`src/rtl/rf_exec_sequencer_if.sv`:
```
// Instruction handshake and register-file control bundle for
// the execute/writeback sequencer.
interface rf_exec_sequencer_if #(
    parameter int DATA_W = 32,
    parameter int ADDR_W = 5
);
    logic              in_valid;
    logic              in_ready;
    logic [2:0]        op;
    logic [ADDR_W-1:0] rd;
    logic [ADDR_W-1:0] rs;
    logic [ADDR_W-1:0] rt;
    logic [15:0]       imm;
    logic              rf_we;
    logic [ADDR_W-1:0] rf_raddr1;
    logic [ADDR_W-1:0] rf_raddr2;
    logic [ADDR_W-1:0] rf_waddr;
    logic [DATA_W-1:0] rf_wdata;
    logic [DATA_W-1:0] rf_rdata1;
    logic [DATA_W-1:0] rf_rdata2;
    logic [DATA_W-1:0] result;
    logic              done;
    logic              busy;

    modport master (
        output in_valid, op, rd, rs, rt, imm,
        output rf_rdata1, rf_rdata2,
        input  in_ready, rf_we, rf_raddr1, rf_raddr2,
        input  rf_waddr, rf_wdata, result, done, busy
    );

    modport slave (
        input  in_valid, op, rd, rs, rt, imm,
        input  rf_rdata1, rf_rdata2,
        output in_ready, rf_we, rf_raddr1, rf_raddr2,
        output rf_waddr, rf_wdata, result, done, busy
    );
endinterface

```
`src/rtl/rf_exec_sequencer.sv`:
```
// Four-cycle IDLE/READ/EXEC/WB sequencer driving a 32x32 register
// file: reads two operands, computes one ALU result, writes it back.
module rf_exec_sequencer #(
    parameter int DATA_W = 32,
    parameter int ADDR_W = 5
) (
    input  logic                 clk,
    input  logic                 rst,
    rf_exec_sequencer_if.slave   bus
);
    typedef enum logic [1:0] {
        S_IDLE,
        S_READ,
        S_EXEC,
        S_WB
    } state_t;

    localparam logic [2:0] OP_ADD  = 3'd0;
    localparam logic [2:0] OP_SUB  = 3'd1;
    localparam logic [2:0] OP_AND  = 3'd2;
    localparam logic [2:0] OP_OR   = 3'd3;
    localparam logic [2:0] OP_XOR  = 3'd4;
    localparam logic [2:0] OP_SLT  = 3'd5;
    localparam logic [2:0] OP_SLL  = 3'd6;
    localparam logic [2:0] OP_ADDI = 3'd7;

    state_t            state_q, state_d;
    logic [2:0]        op_q, op_d;
    logic [ADDR_W-1:0] rd_q, rd_d;
    logic [ADDR_W-1:0] rs_q, rs_d;
    logic [ADDR_W-1:0] rt_q, rt_d;
    logic [15:0]       imm_q, imm_d;
    logic [DATA_W-1:0] opa_q, opa_d;
    logic [DATA_W-1:0] opb_q, opb_d;
    logic [DATA_W-1:0] result_q, result_d;
    logic [DATA_W-1:0] alu;
    logic [DATA_W-1:0] imm_sx;

    always_ff @(posedge clk or negedge rst) begin
        if (!rst) begin
            state_q  <= S_IDLE;
            op_q     <= '0;
            rd_q     <= '0;
            rs_q     <= '0;
            rt_q     <= '0;
            imm_q    <= '0;
            opa_q    <= '0;
            opb_q    <= '0;
            result_q <= '0;
        end else begin
            state_q  <= state_d;
            op_q     <= op_d;
            rd_q     <= rd_d;
            rs_q     <= rs_d;
            rt_q     <= rt_d;
            imm_q    <= imm_d;
            opa_q    <= opa_d;
            opb_q    <= opb_d;
            result_q <= result_d;
        end
    end

    assign imm_sx = {{(DATA_W-16){imm_q[15]}}, imm_q};

    always_comb begin
        alu = '0;
        unique case (op_q)
            OP_ADD:  alu = opa_q + opb_q;
            OP_SUB:  alu = opa_q - opb_q;
            OP_AND:  alu = opa_q & opb_q;
            OP_OR:   alu = opa_q | opb_q;
            OP_XOR:  alu = opa_q ^ opb_q;
            OP_SLT:  alu = {{(DATA_W-1){1'b0}},
                            $signed(opa_q) < $signed(opb_q)};
            OP_SLL:  alu = opa_q << opb_q[4:0];
            OP_ADDI: alu = opa_q + imm_sx;
            default: alu = '0;
        endcase
    end

    always_comb begin
        state_d  = state_q;
        op_d     = op_q;
        rd_d     = rd_q;
        rs_d     = rs_q;
        rt_d     = rt_q;
        imm_d    = imm_q;
        opa_d    = opa_q;
        opb_d    = opb_q;
        result_d = result_q;
        unique case (state_q)
            S_IDLE: begin
                if (bus.in_valid) begin
                    op_d    = bus.op;
                    rd_d    = bus.rd;
                    rs_d    = bus.rs;
                    rt_d    = bus.rt;
                    imm_d   = bus.imm;
                    state_d = S_READ;
                end
            end
            S_READ: begin
                opa_d   = bus.rf_rdata1;
                opb_d   = bus.rf_rdata2;
                state_d = S_EXEC;
            end
            S_EXEC: begin
                result_d = alu;
                state_d  = S_WB;
            end
            S_WB: begin
                state_d = S_IDLE;
            end
            default: state_d = S_IDLE;
        endcase
    end

    // rs_q/rt_q only change on accept, so the read ports hold
    // the last READ addresses while idle or writing back.
    assign bus.rf_raddr1 = rs_q;
    assign bus.rf_raddr2 = rt_q;
    assign bus.rf_waddr  = rd_q;
    assign bus.rf_wdata  = result_q;
    assign bus.result    = result_q;
    assign bus.rf_we     = (state_q == S_WB) && (rd_q != '0);
    assign bus.done      = (state_q == S_WB);
    assign bus.busy      = (state_q != S_IDLE);
    assign bus.in_ready  = (state_q == S_IDLE);
endmodule

```
`src/flat_wrapper.sv`:
```
// flat-port wrapper written by rule: the top's interface ports become plain ports
module rf_exec_sequencer_flat 
#(
    parameter int DATA_W = 32,
    parameter int ADDR_W = 5
)
  (clk, rst, bus_in_valid, bus_op, bus_rd, bus_rs, bus_rt, bus_imm, bus_rf_rdata1, bus_rf_rdata2, bus_in_ready, bus_rf_we, bus_rf_raddr1, bus_rf_raddr2, bus_rf_waddr, bus_rf_wdata, bus_result, bus_done, bus_busy);
  rf_exec_sequencer_if #(.DATA_W(DATA_W), .ADDR_W(ADDR_W)) bus_i ();
  input  logic clk;
  input  logic rst;
  input wire logic [$bits(bus_i.in_valid)-1:0] bus_in_valid;
  input wire logic [$bits(bus_i.op)-1:0] bus_op;
  input wire logic [$bits(bus_i.rd)-1:0] bus_rd;
  input wire logic [$bits(bus_i.rs)-1:0] bus_rs;
  input wire logic [$bits(bus_i.rt)-1:0] bus_rt;
  input wire logic [$bits(bus_i.imm)-1:0] bus_imm;
  input wire logic [$bits(bus_i.rf_rdata1)-1:0] bus_rf_rdata1;
  input wire logic [$bits(bus_i.rf_rdata2)-1:0] bus_rf_rdata2;
  output wire logic [$bits(bus_i.in_ready)-1:0] bus_in_ready;
  output wire logic [$bits(bus_i.rf_we)-1:0] bus_rf_we;
  output wire logic [$bits(bus_i.rf_raddr1)-1:0] bus_rf_raddr1;
  output wire logic [$bits(bus_i.rf_raddr2)-1:0] bus_rf_raddr2;
  output wire logic [$bits(bus_i.rf_waddr)-1:0] bus_rf_waddr;
  output wire logic [$bits(bus_i.rf_wdata)-1:0] bus_rf_wdata;
  output wire logic [$bits(bus_i.result)-1:0] bus_result;
  output wire logic [$bits(bus_i.done)-1:0] bus_done;
  output wire logic [$bits(bus_i.busy)-1:0] bus_busy;
  assign bus_i.in_valid = bus_in_valid;
  assign bus_i.op = bus_op;
  assign bus_i.rd = bus_rd;
  assign bus_i.rs = bus_rs;
  assign bus_i.rt = bus_rt;
  assign bus_i.imm = bus_imm;
  assign bus_i.rf_rdata1 = bus_rf_rdata1;
  assign bus_i.rf_rdata2 = bus_rf_rdata2;
  assign bus_in_ready = bus_i.in_ready;
  assign bus_rf_we = bus_i.rf_we;
  assign bus_rf_raddr1 = bus_i.rf_raddr1;
  assign bus_rf_raddr2 = bus_i.rf_raddr2;
  assign bus_rf_waddr = bus_i.rf_waddr;
  assign bus_rf_wdata = bus_i.rf_wdata;
  assign bus_result = bus_i.result;
  assign bus_done = bus_i.done;
  assign bus_busy = bus_i.busy;
  rf_exec_sequencer #(.DATA_W(DATA_W), .ADDR_W(ADDR_W)) u_core (.clk(clk), .rst(rst), .bus(bus_i));
endmodule
```
`config.mk`:
```
export PLATFORM = sky130hd
export DESIGN_NAME = rf_exec_sequencer_flat
export DESIGN_NICKNAME = d
export VERILOG_FILES = /design/src/rtl/rf_exec_sequencer_if.sv /design/src/rtl/rf_exec_sequencer.sv /design/src/flat_wrapper.sv
export SDC_FILE = /design/constraint.sdc
export NUM_CORES = 1
export LEC_CHECK = 0
export CORE_MARGIN = 2
export CORE_UTILIZATION = 61
export DETAILED_ROUTE_END_ITERATION = 10
export PLACE_DENSITY = 0.88
export SLEW_MARGIN = 25
export SYNTH_ARGS = -nofsm -noshare
export SYNTH_HDL_FRONTEND = slang
export SYNTH_SLANG_ARGS = --single-unit
```
`constraint.sdc`:
```
create_clock -name clk -period 11.2 [get_ports clk]
set_input_delay 1.68 -clock clk [delete_from_list [all_inputs] [get_ports clk]]
set_output_delay 1.68 -clock clk [all_outputs]
set_load 0.05 [all_outputs]
```
==> results by group <==
Synthesis
  • Post-Syn Instances: between 1500 and 2000
  • Synth top area share: a little over a quarter
  • Post-Syn Nets: ~1800
  • Synth area leader: dfrtp_1
  • Mean area per synthesized cell: 8.17 µm²
  • Yosys reg bits: between 100 and 150
  • Count of cell types in the netlist: 71
  • Post-synthesis cell area: about 13000 µm²
  • Sequential-to-total area share from yosys stat: around a quarter
  • Ys async rst share: 100%
  • Count leader, synth: nand2_1
  • Dominant cells by area after synthesis: dfrtp_1 (26%), ha_1 (13%), nand2_1 (6.2%)
  • EDFF count, synth: 0
  • Ys Warns: 0
  • Main synth FF type: dfrtp_1
  • Top cells by count, synth: nand2_1 (205), o21ai_0 (134), dfrtp_1 (132), ha_1 (132), inv_1 (115)

Clocking
  • Clk sink count: 132
  • CTS tree: built
  • Post-CTS sizing: 0
  • Clock buffer depth: 2
  • Clk slew on worst S/H paths: about 60 ps
  • Worst-skew pair later-pin latency: approximately 440 ps
  • Hold buffer count at CTS: 0
  • CTS root buffer: clkbuf_16
  • Postcts setup bufs: 0
  • Htree depth: 4
  • Clock buffer count from CTS: 17

Run
  • Max-cap violations: 0

Worst setup path
  • Worst Setup End Kind: register
  • Slowest CP cell: dfrtp_1
  • Worst R2R Setup Slack: 5910 ps
  • R2r startpoint: u_core.op_q[2]$_DFFE_PN0P_
  • Crit path buf inv count: 0
  • Startpoint types: register
  • CP max FO: 34
  • Crit path max-delay family: compound AO/OA/AOI/OAI gates
  • Reg2Reg Capture Point: u_core.bus.result[31]$_DFFE_PN0P_
  • Worst reg2reg path depth: 12
  • Critical Path RT: approximately 12000 ps
  • Most used cell, CP: a21o_1
  • Worst Setup Path Type: reg2reg
  • Ordered list of cells on the worst path: nand3_2 > mux2_2 > ha_1 > a21o_1 > a21o_1 > a2111oi_0 > nor3_1 > a21oi_1 > o2111ai_1 > o211ai_1 > mux2i_1 > o32a_1
  • Crit path DAT: around 5600 ps
  • Slowest cell delay on critical path: a little over 900 ps

STA
  • Final TNS setup: 0 ps
  • RSZ-0062 raised after global routing: false
  • Pins over their slew limit: 0
  • Fin Clk Skew: approximately 17 ps
  • Hold WS: approximately 500 ps
  • Final period util: between 40% and 50%
  • Min cycle time layout: between 5000 and 6000 ps
  • Fmax: about 190 MHz
  • Max_slew headroom: a little under a third
  • Setup Viol. Count Final: 0
  • Worst-Margin Slew: approximately 1000 ps
  • Final Hold Viols: 0

GRT
  • Initial antenna violation count: 2
  • GR Overflow Total: 0
  • First-pass GRT wire length: between 60000 and 70000 µm
  • Gr usage total: 42.1%
  • Vias in the first global route: roughly 12000
  • Largest net degree at the start of global routing: roughly 130

Route
  • Length of routed met3 wiring: about 6800 µm
  • Remaining antenna violation count: 0
  • Post-route DRC: 0
  • DRT iter0 DRCs: 1790
  • Drt first pass iters: 7
  • Vias: roughly 13000
  • Top routing layer used: met5
  • Via-to-Cell Ratio: roughly 6.6
  • DR WL met2: 19100 µm
  • Routed WL per cell: about 24 µm
  • DRT Wirelength: 45800 µm
  • M1 wire length: around 19000 µm

Final layout
  • Area Overhead vs Synth: 19.5%
  • Layout Cells excl Fill: 1917
  • Layout cells sized above 1: 8.44%
  • Register area: ~3300 µm²
  • Fin nets: 1869
  • Area occupied by multi-input gates: 8240 µm²
  • Fill cells: about 1500

Worst hold path
  • HP Class: reg2reg
  • Min-Delay Endpoint: u_core.bus.result[20]$_DFFE_PN0P_
  • Hold path depth: 1
  • Worst Min Path Start: u_core.bus.result[20]$_DFFE_PN0P_

Floorplanning
  • # rows: 52
  • Starting density of the core: around 62%
  • DIE AREA: 21700 µm²
  • # IOs: 184
  • Die height: ~150 µm
  • Die Wd: ~150 µm
  • Core Region: between 20000 and 25000 µm²

Run status
  • Outcome: complete, no violations

Placed design
  • Placer congestion estimate: between 1 and 1.5
  • Number of port buffers: 183
  • DP Cell Count: between 1500 and 2000
  • DP Wirelength: ~34000 µm
## routing by layer
layer,GRT usage (%),vias up
met5,0,-
met4,12.2,2
met3,12.7,108
met2,60.5,903
met1,61.1,6006
li1,-,5650
## state kept, by name, indices dropped and copies added, names as in the netlist
signal,flops
u_core.bus.result,32
u_core.bus.rf_raddr1,5
u_core.bus.rf_raddr2,5
u_core.bus.rf_waddr,5
u_core.imm_q,16
u_core.op_q,3
u_core.opa_q,32
u_core.opb_q,32
u_core.state_q,2
## final cells by class
class                           instances  area share (%)
Multi-Input combinational cell       1164            55.1
Sequential cell                       132            22.1
Timing Repair Buffer                  202            13.3
Clock buffer                           18            2.94
Inverter                              117            2.94
Tap cell                              270            2.26
Clock inverter                         13            1.32
Antenna cell                            1          0.0167
## cell usage in the layout, fill, tap and decap left out, drive strengths merged, types with 19 or more instances in the layout
cell	netlist	layout
clkdlybuf4s50	0	182
o21ai	134	134
a221oi	27	27
nor2	105	105
mux2i	40	40
a21oi	88	88
mux2	59	59
dfrtp	132	132
ha	132	132
nor3	24	24
nand2	205	205
xnor2	28	28
o211ai	33	33
inv	117	120
buf	43	20
a31oi	23	23
nand3	19	19
## cell families (layout without fill, tap and decap cells)
group	count (synthesis)	in the layout	share of synthesized area [%]
AO/OA/AOI/OAI	450	450	23.7
AND/OR/NAND/NOR	430	430	15.2
buffers and inverters	234	350	7.98
adder cells (fa/ha/maj)	134	134	13.5
flip-flops	132	132	26.4
multiplexers	109	109	10.3
XOR/XNOR	41	41	2.87
other	0	1	0
## through the flow
stage | setup WS (ps) | util (%) | instance area (µm²)
after global placement | 6280 | 70.9 | 14300
after floorplan | 7120 | - | 12500
after CTS | 6080 | 74.0 | 14900
after detailed placement | 6120 | 70.9 | 14300
after global routing | 5560 | 74.1 | 14900
final | 5910 | 74.1 | 14900
## how the worst max path moves through the flow
stage	cells after the start	startpoint	to	slack [ps]
2_1_floorplan	14	u_core.opb_q[1]$_DFFE_PN0N_	u_core.bus.result[27]$_DFFE_PN0P_	7120
3_3_place_gp	12	u_core.op_q[2]$_DFFE_PN0P_	u_core.bus.result[31]$_DFFE_PN0P_	6280
3_5_place_dp	12	u_core.op_q[2]$_DFFE_PN0P_	u_core.bus.result[31]$_DFFE_PN0P_	6120
4_1_cts	12	u_core.op_q[2]$_DFFE_PN0P_	u_core.bus.result[31]$_DFFE_PN0P_	6080
5_1_grt	12	u_core.op_q[2]$_DFFE_PN0P_	u_core.bus.result[31]$_DFFE_PN0P_	5560
6_report	12	u_core.op_q[2]$_DFFE_PN0P_	u_core.bus.result[31]$_DFFE_PN0P_	5910
Power is left out: the tool's default activity adds up to more than one toggle a clock period on the data nets, which glitch-free logic cannot reach.
